`src/rtl/atom_ctrl_pkg.sv`:
```
// Shared control encodings for the RV32I multi-cycle sequencer and decoder:
// state codes, next-PC selects, decoder type-vector bit positions and opcodes.
package atom_ctrl_pkg;

  typedef enum logic [2:0] {
    ST_IDLE   = 3'd0,
    ST_FETCH  = 3'd1,
    ST_DECODE = 3'd2,
    ST_EXEC   = 3'd3,
    ST_MEM    = 3'd4,
    ST_WB     = 3'd5,
    ST_TRAP   = 3'd6
  } state_t;

  localparam logic [1:0] PC_SEL_PLUS4  = 2'd0;
  localparam logic [1:0] PC_SEL_TARGET = 2'd1;
  localparam logic [1:0] PC_SEL_JALR   = 2'd2;
  localparam logic [1:0] PC_SEL_TRAP   = 2'd3;

  // Bit positions inside the decoder's {R,I,L,S,J,B,U} type vector.
  localparam int TYPE_R = 6;
  localparam int TYPE_I = 5;
  localparam int TYPE_L = 4;
  localparam int TYPE_S = 3;
  localparam int TYPE_J = 2;
  localparam int TYPE_B = 1;
  localparam int TYPE_U = 0;

  localparam logic [6:0] OPC_LUI    = 7'b0110111;
  localparam logic [6:0] OPC_AUIPC  = 7'b0010111;
  localparam logic [6:0] OPC_JAL    = 7'b1101111;
  localparam logic [6:0] OPC_JALR   = 7'b1100111;
  localparam logic [6:0] OPC_BRANCH = 7'b1100011;
  localparam logic [6:0] OPC_LOAD   = 7'b0000011;
  localparam logic [6:0] OPC_STORE  = 7'b0100011;
  localparam logic [6:0] OPC_OP_IMM = 7'b0010011;
  localparam logic [6:0] OPC_OP     = 7'b0110011;

  // JAL and JALR differ only in this opcode bit.
  localparam int OPC_JAL_BIT = 3;

endpackage

```
`src/rtl/retire_counter.sv`:
```
// Retired-instruction counter: +1 per inc pulse, wraps at 2^XLEN.
// Latency: count visible the cycle after inc. Backpressure: none.
// Reset: asynchronous active-low, clears to zero.
module retire_counter #(
  parameter int XLEN = 32
) (
  input  logic            clk,
  input  logic            rst_n,
  input  logic            inc,
  output logic [XLEN-1:0] count
);

  always_ff @(posedge clk or negedge rst_n) begin
    if (!rst_n) begin
      count <= '0;
    end else if (inc) begin
      count <= count + 1'b1;
    end
  end

endmodule

```
`src/rtl/core_ctrl_fsm.sv`:
```
// Multi-cycle RV32I sequencer: FETCH/DECODE/EXEC/MEM/WB/TRAP (TRAP built only with ATOM_CTRL_TRAP_EN).
// Latency: 3..5 cycles per instruction plus memory waits. Backpressure: imem/dmem requests held until ack.
// Reset: asynchronous active-low; an in-flight instruction is dropped with no write strobe.
module core_ctrl_fsm
  import atom_ctrl_pkg::*;
#(
  parameter int XLEN              = 32,
  parameter int REG_FILE_ADDR_LEN = 5
) (
  input  logic                         clk,
  input  logic                         rst_n,
  input  logic                         run,
  input  logic [6:0]                   types,
  input  logic [6:0]                   opcode,
  input  logic [REG_FILE_ADDR_LEN-1:0] rd,
  input  logic                         branch_taken,
  output logic                         imem_req,
  input  logic                         imem_ack,
  output logic                         ir_we,
  output logic                         dmem_req,
  output logic                         dmem_we,
  input  logic                         dmem_ack,
  output logic                         rf_we,
  output logic                         pc_we,
  output logic [1:0]                   pc_sel,
  output logic                         busy,
  output logic                         retire,
  output logic [XLEN-1:0]              instret,
  output logic                         trap
);

  state_t state_q, state_nxt, boundary_nxt;

  logic unused_opcode_bits;
  assign unused_opcode_bits = ^{opcode[6:OPC_JAL_BIT+1], opcode[OPC_JAL_BIT-1:0]};

  always_ff @(posedge clk or negedge rst_n) begin
    if (!rst_n) begin
      state_q <= ST_IDLE;
    end else begin
      state_q <= state_nxt;
    end
  end

  always_comb begin
    state_nxt    = state_q;
    boundary_nxt = run ? ST_FETCH : ST_IDLE;
    imem_req     = 1'b0;
    ir_we        = 1'b0;
    dmem_req     = 1'b0;
    dmem_we      = 1'b0;
    rf_we        = 1'b0;
    pc_we        = 1'b0;
    pc_sel       = PC_SEL_PLUS4;
    retire       = 1'b0;
    trap         = 1'b0;

    case (state_q)
      ST_IDLE: begin
        if (run) state_nxt = ST_FETCH;
      end

      ST_FETCH: begin
        imem_req = 1'b1;
        if (imem_ack) begin
          ir_we     = 1'b1;
          state_nxt = ST_DECODE;
        end
      end

      ST_DECODE: begin
`ifdef ATOM_CTRL_TRAP_EN
        state_nxt = (types == '0) ? ST_TRAP : ST_EXEC;
`else
        state_nxt = ST_EXEC;
`endif
      end

      ST_EXEC: begin
        if (types[TYPE_R] || types[TYPE_I] || types[TYPE_U] || types[TYPE_J]) begin
          state_nxt = ST_WB;
        end else if (types[TYPE_L] || types[TYPE_S]) begin
          state_nxt = ST_MEM;
        end else begin
          // Branches and undecodable words both finish here; only a taken branch redirects.
          pc_we     = 1'b1;
          retire    = 1'b1;
          pc_sel    = (types[TYPE_B] && branch_taken) ? PC_SEL_TARGET : PC_SEL_PLUS4;
          state_nxt = boundary_nxt;
        end
      end

      ST_MEM: begin
        dmem_req = 1'b1;
        dmem_we  = types[TYPE_S];
        if (dmem_ack) begin
          if (types[TYPE_S]) begin
            pc_we     = 1'b1;
            retire    = 1'b1;
            state_nxt = boundary_nxt;
          end else begin
            state_nxt = ST_WB;
          end
        end
      end

      ST_WB: begin
        rf_we  = (rd != '0);
        pc_we  = 1'b1;
        retire = 1'b1;
        if (types[TYPE_J]) begin
          pc_sel = opcode[OPC_JAL_BIT] ? PC_SEL_TARGET : PC_SEL_JALR;
        end
        state_nxt = boundary_nxt;
      end

`ifdef ATOM_CTRL_TRAP_EN
      ST_TRAP: begin
        trap      = 1'b1;
        pc_we     = 1'b1;
        pc_sel    = PC_SEL_TRAP;
        state_nxt = boundary_nxt;
      end
`endif

      default: state_nxt = ST_IDLE;
    endcase
  end

  assign busy = (state_q != ST_IDLE);

  retire_counter #(
    .XLEN (XLEN)
  ) u_retire_counter (
    .clk   (clk),
    .rst_n (rst_n),
    .inc   (retire),
    .count (instret)
  );

endmodule

```
`config.mk`:
```
export PLATFORM = sky130hd
export DESIGN_NAME = core_ctrl_fsm
export DESIGN_NICKNAME = d
export VERILOG_FILES = /design/src/rtl/atom_ctrl_pkg.sv /design/src/rtl/retire_counter.sv /design/src/rtl/core_ctrl_fsm.sv
export SDC_FILE = /design/constraint.sdc
export NUM_CORES = 1
export LEC_CHECK = 0
export CORE_MARGIN = 3
export CORE_UTILIZATION = 27
export DETAILED_ROUTE_END_ITERATION = 12
export GPL_TIMING_DRIVEN = 0
export SLEW_MARGIN = 40
export SYNTH_ARGS = -nofsm -noshare
export SYNTH_HDL_FRONTEND = slang
export SYNTH_SLANG_ARGS = --single-unit
```
`constraint.sdc`:
```
create_clock -name clk -period 1.84 [get_ports clk]
set_input_delay 0.276 -clock clk [delete_from_list [all_inputs] [get_ports clk]]
set_output_delay 0.276 -clock clk [all_outputs]
set_load 0.01 [all_outputs]
```
==> flow_metrics.py, run 1 <==
metrics = {
    "run_status": {
        "status": "finished clean",
    },
    "clock_network": {
        "cts_htree_levels": 2,
        "worstSkewPairLatency_ps": 280,
        "path_clk_slew_ps": 70,
        "tritoncts": "yes",
        "cts_inserted_buffers": 5,
        "cts_buffer_depth": 2,
        "clock-sinks": 35,
        "cts_root_buffer": "clkbuf_8",
    },
    "global_route": {
        "gr-usage-met2": 0.2092,
        "grt_start_max_net_pins": 23,
        "grt_use_met3": 0.02980,
        "grt_use_total": 0.1216,
        "grt-ovfl-total": 0,
        "first_global_vias": 1610,
        "global_route_wire_length_before_repair_mm": 7.424,
        "groute.layer.met1.usage": 0.1478,
        "antenna_found_initial": 0,
        "grt_busiest_layer": "met2",
    },
    "power": {
        "power.ir.vdd_worst_v": 0.0002639,
        "cellPowerDensity_nw_per_um2": 819.5,
        "total_power_mw": 2.335,
        "leak_pwr_nw": 1.339,
    },
    "logic_synthesis": {
        "synthDistinctLibCells": 38,
        "yosysMostFrequentCell": "dfrtp_1",
        "post_synth_and_or_nand_nor_area_fraction": 0.2776,
        "post_synthesis_instance_area_um2": 1848,
        "postSynth.asyncResetShare": 1.000,
        "synth_common_cells": "dfrtp_1 (35), xnor2_1 (18), nand2_1 (16), xor2_1 (13), nand3_1 (12)",
        "yosys-mux-area-fraction": 0.006093,
        "post-synth-top-area-cell": "dfrtp_1",
        "synth_enable_flop_cells": 0,
        "yosys_warnings": 0,
        "synth_compound_gate_area_share": 0.04401,
        "yosys-top-cells-area": "dfrtp_1 (47%), xnor2_1 (8.5%), xor2_1 (6.2%)",
        "seq_area_frac_synth": 0.4739,
        "ys_dominant_reg_cell": "dfrtp_1",
        "synthXorXnorAreaFrac": 0.1469,
        "synth-adder-area-share": 0.006770,
        "synthesized_area_divided_by_synthesized_cell_count_um2": 10.62,
        "mappedNetlistNets": 200,
        "largest_family_of_logic_cells_by_synthesized_area": "simple AND/OR/NAND/NOR gates",
        "yosys.area.top_type_share": 0.4739,
        "synth.ff_latch_count": 35,
        "postSynthCellCount": 174,
    },
    "sta": {
        "finalWorstPathRequiredPeriod_ps": 1796,
        "final_cycle_utilization_of_the_critical_path": 0.9762,
        "post-route-worst-setup-slack_ps": 43.71,
        "setup_clock_skew_after_layout_ps": 3.661,
        "max_freq_ghz": 0.5567,
        "setup_viol_count_final": 0,
        "drv_slew": 0,
        "finalHoldViolations": 0,
        "unrepaired_setup_endpoints_after_global_routing": "yes",
    },
    "route": {
        "drt_first_iter_violations": 57,
        "firstDrtPassIters": 4,
        "route.detailed.wl_per_inst_um": 13.52,
        "post_detailed_route_count_of_antenna_violating_nets": 0,
        "drc": 0,
        "route.vias.total": 1575,
        "wl_mm": 4.528,
        "route.detailed.vias_per_inst": 4.701,
    },
    "cells_and_area": {
        "post_route_cells_drive_above_1_share": 0.2209,
        "multi_input_area_um2": 944.7,
        "n_antenna_cell": 0,
        "layout-area-overhead-vs-synth_pct": 54.16,
        "nets": 283,
        "layout.area.seq_um2": 878.3,
        "finish.utilization": 0.4386,
        "finish.instance_area_um2": 2849,
        "fillerInstances": 618,
    },
    "critical_path": {
        "crit_path_end_kind": "output pin",
        "crit-reg2reg-launch": "state_q[1]",
        "critical_path_class": "register to output pin",
        "critical_path_end": "ir_we",
        "setup.worst_path.start": "state_q[1]",
        "timing.rr.end": "u_retire_counter.count[31]",
        "path_max_fanout": 7,
        "setup.reg_to_reg.worst_slack_ps": 80,
        "timing.reg2reg.worst_path_depth": 7,
        "timing.critical_path.from_type": "register",
        "timing.critical_path.arrival_ps": 1520,
        "worstPathRequired_ps": 1560,
    },
    "floorplan": {
        "initial_utilization": 0.2845,
        "boundaryPins": 68,
        "fp.dieH_um": 88.73,
        "floorplan.die_area_um2": 7873,
        "die_x_um": 88.73,
        "fp-row-count": 29,
        "coreArea_um2": 6495,
    },
    "placed_design": {
        "post-dp-hpwl_mm": 3.290,
        "dpl_worst_slack_ps": -579.8,
        "place.gp.congestion": 0.7228,
        "detailed_place.area_um2": 2567,
        "place.port_buffers": 60,
    },
    "run": {
        "cap_viol_max_count": 0,
    },
    "worst_hold_path": {
        "timing.hold.worst.class": "primary input to async pin",
    },
}
==> flip-flops by register name, summed over array words and instances, names as in the netlist <==
register	flops
u_retire_counter.count	32
state_q	3
==> cell families (layout without fill, tap and decap cells) <==
| kind of cell | Yosys count | in the layout |
|---|---|---|
| simple gates | 79 | 79 |
| xor+xnor | 31 | 31 |
| other cells | 1 | 1 |
| flops | 35 | 35 |
| mux | 1 | 1 |
| compound gates | 12 | 12 |
| fa+ha+maj | 1 | 1 |
| buf+inv | 14 | 98 |
==> worst max-delay path, cell delays in order (launching register included) <==
cell,delay (ps)
dfrtp_2,450
buf_4,150
nor3b_2,210
and2_1,150
dlygate4sd2_1,270
==> routing by layer <==
| metal | part of all wire | vias up |
|---|---|---|
| li1 | - | 771 |
| met2 | 0.51 | 38 |
| met4 | 0.012 | 0 |
| met3 | 0.038 | 7 |
| met5 | 0 | - |
| met1 | 0.44 | 759 |
==> through the flow <==
stage | hold WS [ps] | setup TNS [ps] | instances
6_report | 432.8 | 0 | 335
5_1_grt | 464.2 | -96.53 | 335
4_1_cts | 442.0 | -299.7 | 332
3_5_place_dp | 207.1 | -10330 | 312
3_3_place_gp | 457.8 | -22260 | 311
2_1_floorplan | -19.59 | 0 | 174
==> worst min-delay path by stage <==
stage,startpoint,to,slack (ps),depth (start not counted)
finish,rst_n,u_retire_counter.count[3],430,2
global route,rst_n,u_retire_counter.count[28],460,2
CTS,rst_n,u_retire_counter.count[28],440,2
detailed placement,rst_n,u_retire_counter.count[3],210,1
global placement,u_retire_counter.count[31],u_retire_counter.count[31],460,1
floorplan,rst_n,state_q[0],-20,0
==> what timing repair did <==
item | 4_1_cts | 5_1_grt
gates cloned | 1 | 0
gates resized for setup | 44 | 9
pin swaps | 6 | 4
endpoints found under the hold margin | 13 | 0
setup endpoints to repair | 32 | 28
hold buffers | 1 | 0
buffers inserted | 11 | 4
==> layout make-up <==
type,instances,area share
Multi-Input combinational cell,125,0.3316
Clock inverter,1,0.001757
Inverter,5,0.006588
Timing Repair Buffer,78,0.2701
Tap cell,77,0.03382
Clock buffer,7,0.02679
Sequential cell,35,0.3083
Buffer,7,0.02108
==> power breakdown <==
part,internal [mW],switching (mW)
Combinational,0.487,0.364
Sequential,0.845,0.102
Clock,0.266,0.271
==> placed cells by master (no fill, tap or decap), types with 3 or more instances in the layout <==
cell type and count:
buf_6 6, buf_4 15, clkdlybuf4s50_1 44, nor2_1 4, nand2_1 16, o21ai_0 3, and4_1 3, nor4_4 3
dlygate4sd2_1 7, a21oi_1 3, xor2_1 13, xnor2_1 18, dfrtp_1 33, clkbuf_8 5, nand3_1 12, nor3_2 8
inv_1 5, and3_1 9, clkbuf_1 4, nand4_1 7
Power figures use the tool's default switching activity.
==> run 2: changes to the inputs <==
GPL_ROUTABILITY_DRIVEN = 1   (was default)
==> results of run 2 <==
The final DEF is identical to that of run 1; final timing and power are the same.
